$ cat config.mk
export PLATFORM = sky130hd
export DESIGN_NAME = vga_scan_gen_flat
export DESIGN_NICKNAME = d
export VERILOG_FILES = /design/src/rtl/vga_scan_gen_if.sv /design/src/rtl/vga_scan_gen.sv /design/src/flat_wrapper.sv
export SDC_FILE = /design/constraint.sdc
export NUM_CORES = 1
export LEC_CHECK = 0
export ABC_CLOCK_PERIOD_IN_PS = 3400
export CORE_ASPECT_RATIO = 1.2
export CORE_MARGIN = 4
export CORE_UTILIZATION = 48
export CTS_CLUSTER_SIZE = 25
export DETAILED_ROUTE_END_ITERATION = 10
export PLACE_DENSITY = 0.84
export RECOVER_POWER = 100
export SLEW_MARGIN = 20
export SYNTH_ARGS = -nofsm -noshare
export SYNTH_HDL_FRONTEND = slang
export SYNTH_SLANG_ARGS = --single-unit
$ cat constraint.sdc
create_clock -name clk_i -period 3.4 [get_ports clk_i]
set_clock_uncertainty 0.05 [all_clocks]
set_input_delay 0.51 -clock clk_i [delete_from_list [all_inputs] [get_ports clk_i]]
set_output_delay 0.51 -clock clk_i [all_outputs]
set_load 0.01 [all_outputs]
$ cat src/rtl/vga_scan_gen_if.sv
// Renderer link: the scan generator publishes the coordinate it is scanning and
// receives the renderer's colour for that coordinate PIPE_LAT clocks later.
interface vga_scan_gen_if #(
  parameter int PIX_WIDTH = 12
);
  logic [PIX_WIDTH-1:0] pix_x_o;
  logic [PIX_WIDTH-1:0] pix_y_o;
  logic [23:0]          vga_data_i;
  logic                 vga_data_en_i;

  // master = scan generator, slave = pixel renderer
  modport master (output pix_x_o, pix_y_o, input  vga_data_i, vga_data_en_i);
  modport slave  (input  pix_x_o, pix_y_o, output vga_data_i, vga_data_en_i);
endinterface

$ cat src/rtl/vga_scan_gen.sv
// VGA raster scan generator: free-running h/v counters, sync/active decode
// delayed to match the renderer pipeline, and a registered pin stage.
module vga_scan_gen #(
  parameter int          PIX_WIDTH = 12,
  parameter int          H_ACTIVE  = 1024,
  parameter int          H_FP      = 24,
  parameter int          H_SYNC    = 136,
  parameter int          H_BP      = 160,
  parameter int          V_ACTIVE  = 768,
  parameter int          V_FP      = 3,
  parameter int          V_SYNC    = 6,
  parameter int          V_BP      = 29,
  parameter bit          HS_POL    = 1'b0,
  parameter bit          VS_POL    = 1'b0,
  parameter int          PIPE_LAT  = 1,
  parameter logic [23:0] BG_COLOR  = 24'h000000
) (
  input  logic           clk_i,
  input  logic           rst_i,
  vga_scan_gen_if.master rnd_if,
  output logic [23:0]    vga_rgb_o,
  output logic           vga_hs_o,
  output logic           vga_vs_o,
  output logic           vga_de_o,
  output logic           frame_start_o,
  output logic           vblank_o
);

  localparam int H_TOTAL = H_ACTIVE + H_FP + H_SYNC + H_BP;
  localparam int V_TOTAL = V_ACTIVE + V_FP + V_SYNC + V_BP;

  localparam logic [PIX_WIDTH-1:0] H_LAST = PIX_WIDTH'(H_TOTAL - 1);
  localparam logic [PIX_WIDTH-1:0] V_LAST = PIX_WIDTH'(V_TOTAL - 1);
  localparam logic [PIX_WIDTH-1:0] H_ACT  = PIX_WIDTH'(H_ACTIVE);
  localparam logic [PIX_WIDTH-1:0] V_ACT  = PIX_WIDTH'(V_ACTIVE);
  localparam logic [PIX_WIDTH-1:0] HS_BEG = PIX_WIDTH'(H_ACTIVE + H_FP);
  localparam logic [PIX_WIDTH-1:0] HS_END = PIX_WIDTH'(H_ACTIVE + H_FP + H_SYNC);
  localparam logic [PIX_WIDTH-1:0] VS_BEG = PIX_WIDTH'(V_ACTIVE + V_FP);
  localparam logic [PIX_WIDTH-1:0] VS_END = PIX_WIDTH'(V_ACTIVE + V_FP + V_SYNC);

  generate
    if (H_TOTAL >= (1 << PIX_WIDTH)) begin : g_chk_h_total
      $error("vga_scan_gen: H_TOTAL does not fit in PIX_WIDTH bits");
    end
    if (V_TOTAL >= (1 << PIX_WIDTH)) begin : g_chk_v_total
      $error("vga_scan_gen: V_TOTAL does not fit in PIX_WIDTH bits");
    end
    if (PIPE_LAT < 0 || PIPE_LAT > 7) begin : g_chk_pipe_lat
      $error("vga_scan_gen: PIPE_LAT must be in 0..7");
    end
  endgenerate

  typedef struct packed {
    logic act;
    logic hs;
    logic vs;
  } raw_t;

  logic [PIX_WIDTH-1:0] h_cnt_q, h_cnt_d;
  logic [PIX_WIDTH-1:0] v_cnt_q, v_cnt_d;
  logic                 h_wrap;
  logic                 v_wrap;
  raw_t                 raw;
  raw_t                 dly;

  logic [23:0] rgb_q, rgb_d;
  logic        hs_q, hs_d;
  logic        vs_q, vs_d;
  logic        de_q, de_d;
  logic        fs_q, fs_d;

  // ---------------------------------------------------------------------------
  // Raster counters
  // ---------------------------------------------------------------------------
  // NOTE: every output of an always_comb gets a default first so no path can
  // leave a signal unassigned and infer a latch.
  always_comb begin
    h_wrap  = (h_cnt_q == H_LAST);
    v_wrap  = (v_cnt_q == V_LAST);
    h_cnt_d = h_cnt_q + 1'b1;
    v_cnt_d = v_cnt_q;
    if (h_wrap) begin
      h_cnt_d = '0;
      v_cnt_d = v_wrap ? '0 : v_cnt_q + 1'b1;
    end
  end

  // NOTE: state registers use non-blocking assignments so every flop samples
  // the pre-edge value of its neighbours, independent of statement order.
  always_ff @(posedge clk_i or negedge rst_i) begin
    if (!rst_i) begin
      h_cnt_q <= '0;
      v_cnt_q <= '0;
    end else begin
      h_cnt_q <= h_cnt_d;
      v_cnt_q <= v_cnt_d;
    end
  end

  assign rnd_if.pix_x_o = h_cnt_q;
  assign rnd_if.pix_y_o = v_cnt_q;
  assign vblank_o       = (v_cnt_q >= V_ACT);

  // ---------------------------------------------------------------------------
  // Raw timing decode, delayed to line up with the renderer's answer
  // ---------------------------------------------------------------------------
  always_comb begin
    raw.act = (h_cnt_q < H_ACT) && (v_cnt_q < V_ACT);
    raw.hs  = (h_cnt_q >= HS_BEG) && (h_cnt_q < HS_END);
    raw.vs  = (v_cnt_q >= VS_BEG) && (v_cnt_q < VS_END);
  end

  generate
    if (PIPE_LAT == 0) begin : g_direct
      assign dly = raw;
    end else begin : g_pipe
      raw_t pipe_q [PIPE_LAT];

      // NOTE: the delay stages are cleared on reset (unlike a data memory)
      // because right after reset they must read as "blanked, sync idle",
      // not as whatever the flops powered up with.
      always_ff @(posedge clk_i or negedge rst_i) begin
        if (!rst_i) begin
          for (int i = 0; i < PIPE_LAT; i++) begin
            pipe_q[i] <= '0;
          end
        end else begin
          pipe_q[0] <= raw;
          for (int i = 1; i < PIPE_LAT; i++) begin
            pipe_q[i] <= pipe_q[i-1];
          end
        end
      end

      assign dly = pipe_q[PIPE_LAT-1];
    end
  endgenerate

  // ---------------------------------------------------------------------------
  // Pin register: one more clock, so counter-to-pin latency is PIPE_LAT+1
  // ---------------------------------------------------------------------------
  always_comb begin
    rgb_d = 24'h0;
    if (dly.act) begin
      rgb_d = rnd_if.vga_data_en_i ? rnd_if.vga_data_i : BG_COLOR;
    end
    de_d = dly.act;
    hs_d = dly.hs ~^ HS_POL;
    vs_d = dly.vs ~^ VS_POL;
    fs_d = (h_cnt_q == '0) && (v_cnt_q == '0);
  end

  always_ff @(posedge clk_i or negedge rst_i) begin
    if (!rst_i) begin
      rgb_q <= 24'h0;
      de_q  <= 1'b0;
      hs_q  <= ~HS_POL;
      vs_q  <= ~VS_POL;
      fs_q  <= 1'b0;
    end else begin
      rgb_q <= rgb_d;
      de_q  <= de_d;
      hs_q  <= hs_d;
      vs_q  <= vs_d;
      fs_q  <= fs_d;
    end
  end

  assign vga_rgb_o     = rgb_q;
  assign vga_de_o      = de_q;
  assign vga_hs_o      = hs_q;
  assign vga_vs_o      = vs_q;
  assign frame_start_o = fs_q;

endmodule

$ cat src/flat_wrapper.sv
// flat-port wrapper written by rule: the top's interface ports become plain ports
module vga_scan_gen_flat 
#(
  parameter int          PIX_WIDTH = 12,
  parameter int          H_ACTIVE  = 1024,
  parameter int          H_FP      = 24,
  parameter int          H_SYNC    = 136,
  parameter int          H_BP      = 160,
  parameter int          V_ACTIVE  = 768,
  parameter int          V_FP      = 3,
  parameter int          V_SYNC    = 6,
  parameter int          V_BP      = 29,
  parameter bit          HS_POL    = 1'b0,
  parameter bit          VS_POL    = 1'b0,
  parameter int          PIPE_LAT  = 1,
  parameter logic [23:0] BG_COLOR  = 24'h000000
)
  (clk_i, rst_i, vga_rgb_o, vga_hs_o, vga_vs_o, vga_de_o, frame_start_o, vblank_o, rnd_if_pix_x_o, rnd_if_pix_y_o, rnd_if_vga_data_i, rnd_if_vga_data_en_i);
  vga_scan_gen_if #(.PIX_WIDTH(PIX_WIDTH)) rnd_if_i ();
  input  logic clk_i;
  input  logic rst_i;
  output logic [23:0] vga_rgb_o;
  output logic vga_hs_o;
  output logic vga_vs_o;
  output logic vga_de_o;
  output logic frame_start_o;
  output logic vblank_o;
  output wire logic [$bits(rnd_if_i.pix_x_o)-1:0] rnd_if_pix_x_o;
  output wire logic [$bits(rnd_if_i.pix_y_o)-1:0] rnd_if_pix_y_o;
  input wire logic [$bits(rnd_if_i.vga_data_i)-1:0] rnd_if_vga_data_i;
  input wire logic [$bits(rnd_if_i.vga_data_en_i)-1:0] rnd_if_vga_data_en_i;
  assign rnd_if_pix_x_o = rnd_if_i.pix_x_o;
  assign rnd_if_pix_y_o = rnd_if_i.pix_y_o;
  assign rnd_if_i.vga_data_i = rnd_if_vga_data_i;
  assign rnd_if_i.vga_data_en_i = rnd_if_vga_data_en_i;
  vga_scan_gen #(.PIX_WIDTH(PIX_WIDTH), .H_ACTIVE(H_ACTIVE), .H_FP(H_FP), .H_SYNC(H_SYNC), .H_BP(H_BP), .V_ACTIVE(V_ACTIVE), .V_FP(V_FP), .V_SYNC(V_SYNC), .V_BP(V_BP), .HS_POL(HS_POL), .VS_POL(VS_POL), .PIPE_LAT(PIPE_LAT), .BG_COLOR(BG_COLOR)) u_core (.clk_i(clk_i), .rst_i(rst_i), .rnd_if(rnd_if_i), .vga_rgb_o(vga_rgb_o), .vga_hs_o(vga_hs_o), .vga_vs_o(vga_vs_o), .vga_de_o(vga_de_o), .frame_start_o(frame_start_o), .vblank_o(vblank_o));
endmodule
== Yosys cells after proc, flatten, opt, wreduce, memory -nomap -nowiden ==
Cells that the tools add are included.

* Register bits: 55
* Input port bits: 27
* Output and inout bits: 53

* Add/sub/neg operators: 2
* $lt $le $gt $ge: 7
* Eq/ne operators: 2
* Mux-type cells: 4
* Bitwise operators: 2
* Reduce and logical (&&, ||, !) cells: 6

{| class="wikitable"
|+ Operators with widths
! cell !! count
|-
| $mux 24 || 2
|-
| $add 12x1->12 const B || 2
|-
| $ge 12x10->1 const B || 2
|-
| $logic_not 12->1 || 2
|-
| $lt 12x10->1 const B || 2
|-
| $lt 12x11->1 const B || 2
|-
| $mux 12 || 2
|-
| $eq 12x10->1 const B || 1
|-
| $eq 12x11->1 const B || 1
|-
| $ge 12x11->1 const B || 1
|-
| $logic_and 1x1->1 || 4
|-
| $not 1->1 || 2
|}

== Depth between registers and ports, before layout ==
* Depth in word-level cells: 2
* Depth in mapped cells: 6
* Depth with buffers taken out: 6

== Least setup slack after synthesis ==
Ideal clock, no wire load.

* Kind: reg2reg
* Start point: register u_core.v_cnt_q[6], in the netlist u_core.rnd_if.pix_y_o[6]
* End point: register u_core.v_cnt_q[10], in the netlist u_core.rnd_if.pix_y_o[10]
* Library setup time: 0.121 ns
* Arrival time: 1.695 ns
* Setup slack: 1.534 ns
* Cell stages (with the launch flop): 5
* Buffers on the path: 0
* Path through: dfrtp_1 or4_4 nor4_4 o21ai_0 a22o_1

* Word-level cells in the longest chain between the ends: 2
* Elaborated cells between the ends (all ways): 3

{| class="wikitable"
|+ RTL lines
! what !! line !! RTL
|-
| start: declaration || vga_scan_gen.sv:60 || <nowiki>logic [PIX_WIDTH-1:0] v_cnt_q, v_cnt_d;</nowiki>
|-
| start signal: assignment || vga_scan_gen.sv:96 || <nowiki>v_cnt_q <= v_cnt_d;</nowiki>
|-
| $add 12x1->12 or $eq 12x10->1 (tied branches) || vga_scan_gen.sv:84, vga_scan_gen.sv:79 ||
|-
| $mux 12 (*) || vga_scan_gen.sv:84 || <nowiki>v_cnt_d = v_wrap ? '0 : v_cnt_q + 1'b1;</nowiki>
|}

Mark *: on every way between the ends. The rest lies on a longest branch, timed or not.
A chain may end at the register's enable or synchronous reset.

== Worst setup path in the final report ==
Same ends and word-level chain as after synthesis.

==> flow_summary_export.csv <==
group,metric,value,unit
outcome,status,"finished clean",
synth,async_flop_share,100,%
clock_network,ctsResizeCount,0,
floorplan,io_pins,80,
finish,final_util,70.5,%
drt,drc,0,
worst_setup_path,criticalPathCategory,"flop to flop",
timing,fin_tns_setup,0,ns
finish,fin_area,3260,µm²
synth,synth_cells,207,
grt,overflow,0,
finish,n_antenna_cell,0,
place,dp_hpwl,4.15,mm
synth,synth_fp_nets,240,
worst_setup_path,cp_slowest_cell,"nor4_1",
finish,final_nets,320,
worst_setup_path,crit_buf_inv,0,
timing,period_minus_slack,2.57,ns
pwr,vdd_ir_drop_max,0.000215,V
grt,grt_usage,19.8,%
timing,tightest_slew,1.07,ns
timing,rsz0062_at_grt,"false",
drt,drt_wl_total,5.72,mm
pwr,finalPower,1.21,mW
timing,drv_slew,0,
worst_setup_path,path_cells,"or4_1, nor4_1, nor2_1, a22o_1",
floorplan,die-area,6040,µm²
pwr,power.leakage,1.59,nW
worst_hold_path,hold_path.class,"input port to async pin",
synth,ys.flop_type,"dfrtp_1",
clock_network,post_cts.repair.setup_buffers,0,
drt,wl_met2,2.67,mm
timing,relSlewSlack,28.2,%
synth,synth-seq-area-share,59.2,%
clock_network,clk_path_buf_depth,2,
flow_run,drv_cap,0,
drt,highest_layer,"met4",
place,port_buffers,79,
drt,via_per_inst,5.64,
drt,met1_length,2.55,mm
synth,synth_seq_cells,55,
drt,wl_per_cell,16.5,µm
clock_network,cts_htree_levels,2,
finish,stdcell_count,346,
drt,first_pass_iters,4,
drt,dr_total_vias,1952,
worst_setup_path,startpoint_type,"flop",
clock_network,cts.clk_slew.worst_paths,0.10,ns
place,dpl_cell_area,3160,µm²
floorplan,die_h,84.3,µm
grt,first_global_vias,1902,
worst_setup_path,critPathTopFamily,"simple AND/OR/NAND/NOR gates",
clock_network,insertion_delay,0.31,ns
grt,antenna_found_initial,0,
synth,synth_cell_type_count,34,
finish,area_growth,40.0,%
clock_network,ctsHoldBuffers,0,
floorplan,core_region_area,4630,µm²
place,globalplace.congestion,0.852,
drt,drtIter0Drc,140,
worst_setup_path,end_kind,"flop",
drt,ant_nets,0,
synth,avgSynthCellArea,11.3,µm²
clock_network,cts_tree,"done",
synth,yosysWarningCount,0,
pwr,powerDensity,372,nW/µm²
timing,setup_viol,0,
grt,grt_pass1_wl,9.52,mm
floorplan,die_w,71.6,µm
finish,fillers,329,
timing,finalHoldViolations,0,
clock_network,cts-buffers-inserted,5,
synth,synth-edff-count,0,
finish,drive_gt1_share,3.82,%
place,dp_cells,338,
worst_setup_path,arrival,2.73,ns
worst_setup_path,path_max_fanout,9,
worst_setup_path,rrSetupSlack,0.83,ns
floorplan,rows,27,
floorplan,start_util,50.4,%
synth,netlist_area,2330,µm²
timing,min_period_over_period,75.7,%
clock_network,clkSinkCount,55,
worst_setup_path,critical-path-max-stage-delay,0.89,ns
timing,clock.fmax,0.388,GHz
drt,wl_met3,436,µm
clock_network,cts_root_buf,"clkbuf_8",
worst_setup_path,worst_ep_required_time,3.55,ns
grt,grt_max_degree,49,
-- kinds of logic (layout without fill, tap and decap cells) --
family / count (synthesis) / count (layout) / share of synthesized area, %
compound gates: 29 / 29 / 8.32
xor+xnor: 9 / 9 / 3.38
fa+ha+maj: 6 / 6 / 3.22
buf+inv: 15 / 96 / 2.68
flops: 55 / 55 / 59.2
simple gates: 93 / 93 / 23.2
-- cells in the final DEF (no fill, tap or decap), types with 8 or more instances in the layout --
cell,n
dlygate4sd3_1,54
nor2_1,13
nand2_1,9
inv_1,8
nand3_1,10
nor3_1,9
o21ai_0,12
and3_1,26
clkdlybuf4s50_1,24
dfrtp_1,53
-- synth_stat cells, types with 2 or more instances --
cell type	instances	area (µm²)
dfstp_2	2	52.6
ha_1	6	75.1
inv_1	8	30.0
xor2_1	7	61.3
a22o_1	7	61.3
o31ai_1	2	15.0
or3_1	3	18.8
nand4_1	6	37.5
clkbuf_1	4	15.0
nand3_1	10	50.1
o21ai_0	12	60.1
buf_2	2	10.0
dfrtp_1	53	1330
or4_1	4	30.0
and3_1	26	163
a211oi_1	2	15.0
nand2_1	9	33.8
nor2_1	13	48.8
xnor2_1	2	17.5
nor3_1	9	45.0
and4_1	2	17.5
nor4_1	4	25.0
a21boi_0	2	15.0
a21oi_1	2	10.0
-- per-layer routing --
metal / global-route usage (%) / vias to the layer above
met5: 0 / -
met4: 5.47 / 0
met3: 4.31 / 4
met2: 31.7 / 80
met1: 27.3 / 954
li1: - / 914
-- flip-flops by register name (all words and copies together) (netlist names) --
name and count:
u_core.dly 2, u_core.frame_start_o 1, u_core.vga_vs_o 1, u_core.rnd_if.pix_x_o 12
u_core.vga_hs_o 1, u_core.rnd_if.pix_y_o 12, u_core.vga_rgb_o 24, u_core.de_d 1
u_core.vga_de_o 1
-- cell type report --
cell class                      instances  area [µm²]  share of cell area (%)
Multi-Input combinational cell        137         870                    26.6
Clock buffer                            6        82.6                    2.53
Sequential cell                        55        1380                    42.2
Clock inverter                          2        38.8                    1.19
Inverter                                8        30.0                   0.920
Tap cell                               58        72.6                    2.22
Timing Repair Buffer                   80         792                    24.3
-- worst reg2reg max path: stages, from the launching register on --
cell and delay [ns]:
dfrtp_1 0.43, or4_1 0.56, nor4_1 0.89, nor2_1 0.27, a22o_1 0.28
-- metrics by stage --
stage / worst slack (ns) / hold slack, ns
after floorplan: 1.53 / 0.164
after global placement: 1.38 / 0.289
after detailed placement: 1.38 / 0.295
after CTS: 1.03 / 0.306
after global routing: 0.535 / 0.203
final: 0.825 / 0.146
-- path summary, 6_finish.rpt --
path,from,endpoint,depth (start not counted)
setup reg to reg,u_core.rnd_if.pix_y_o[6]$_DFFE_PN0N_,u_core.rnd_if.pix_y_o[10]$_DFFE_PN0N_,4
hold reg to reg,u_core.dly[0]$_DFF_PN0_,u_core.vga_vs_o$_DFF_PN1_,1
max in group asynchronous,rst_i,u_core.vga_rgb_o[6]$_DFF_PN0_,2
min in group clk_i,u_core.dly[0]$_DFF_PN0_,u_core.vga_vs_o$_DFF_PN1_,1
hold / removal,rst_i,u_core.rnd_if.pix_x_o[7]$_DFF_PN0_,1
setup / recovery,u_core.rnd_if.pix_y_o[6]$_DFFE_PN0N_,u_core.rnd_if.pix_y_o[10]$_DFFE_PN0N_,4
-- where the power goes --
part,switching [mW],leakage [nW],internal [mW]
Combinational,0.0351,0.816,0.0513
Sequential,0.00300,0.711,0.668
Clock,0.214,0.0618,0.242
Total,0.252,1.59,0.962
No activity file was read; power rests on OpenSTA's default activity.
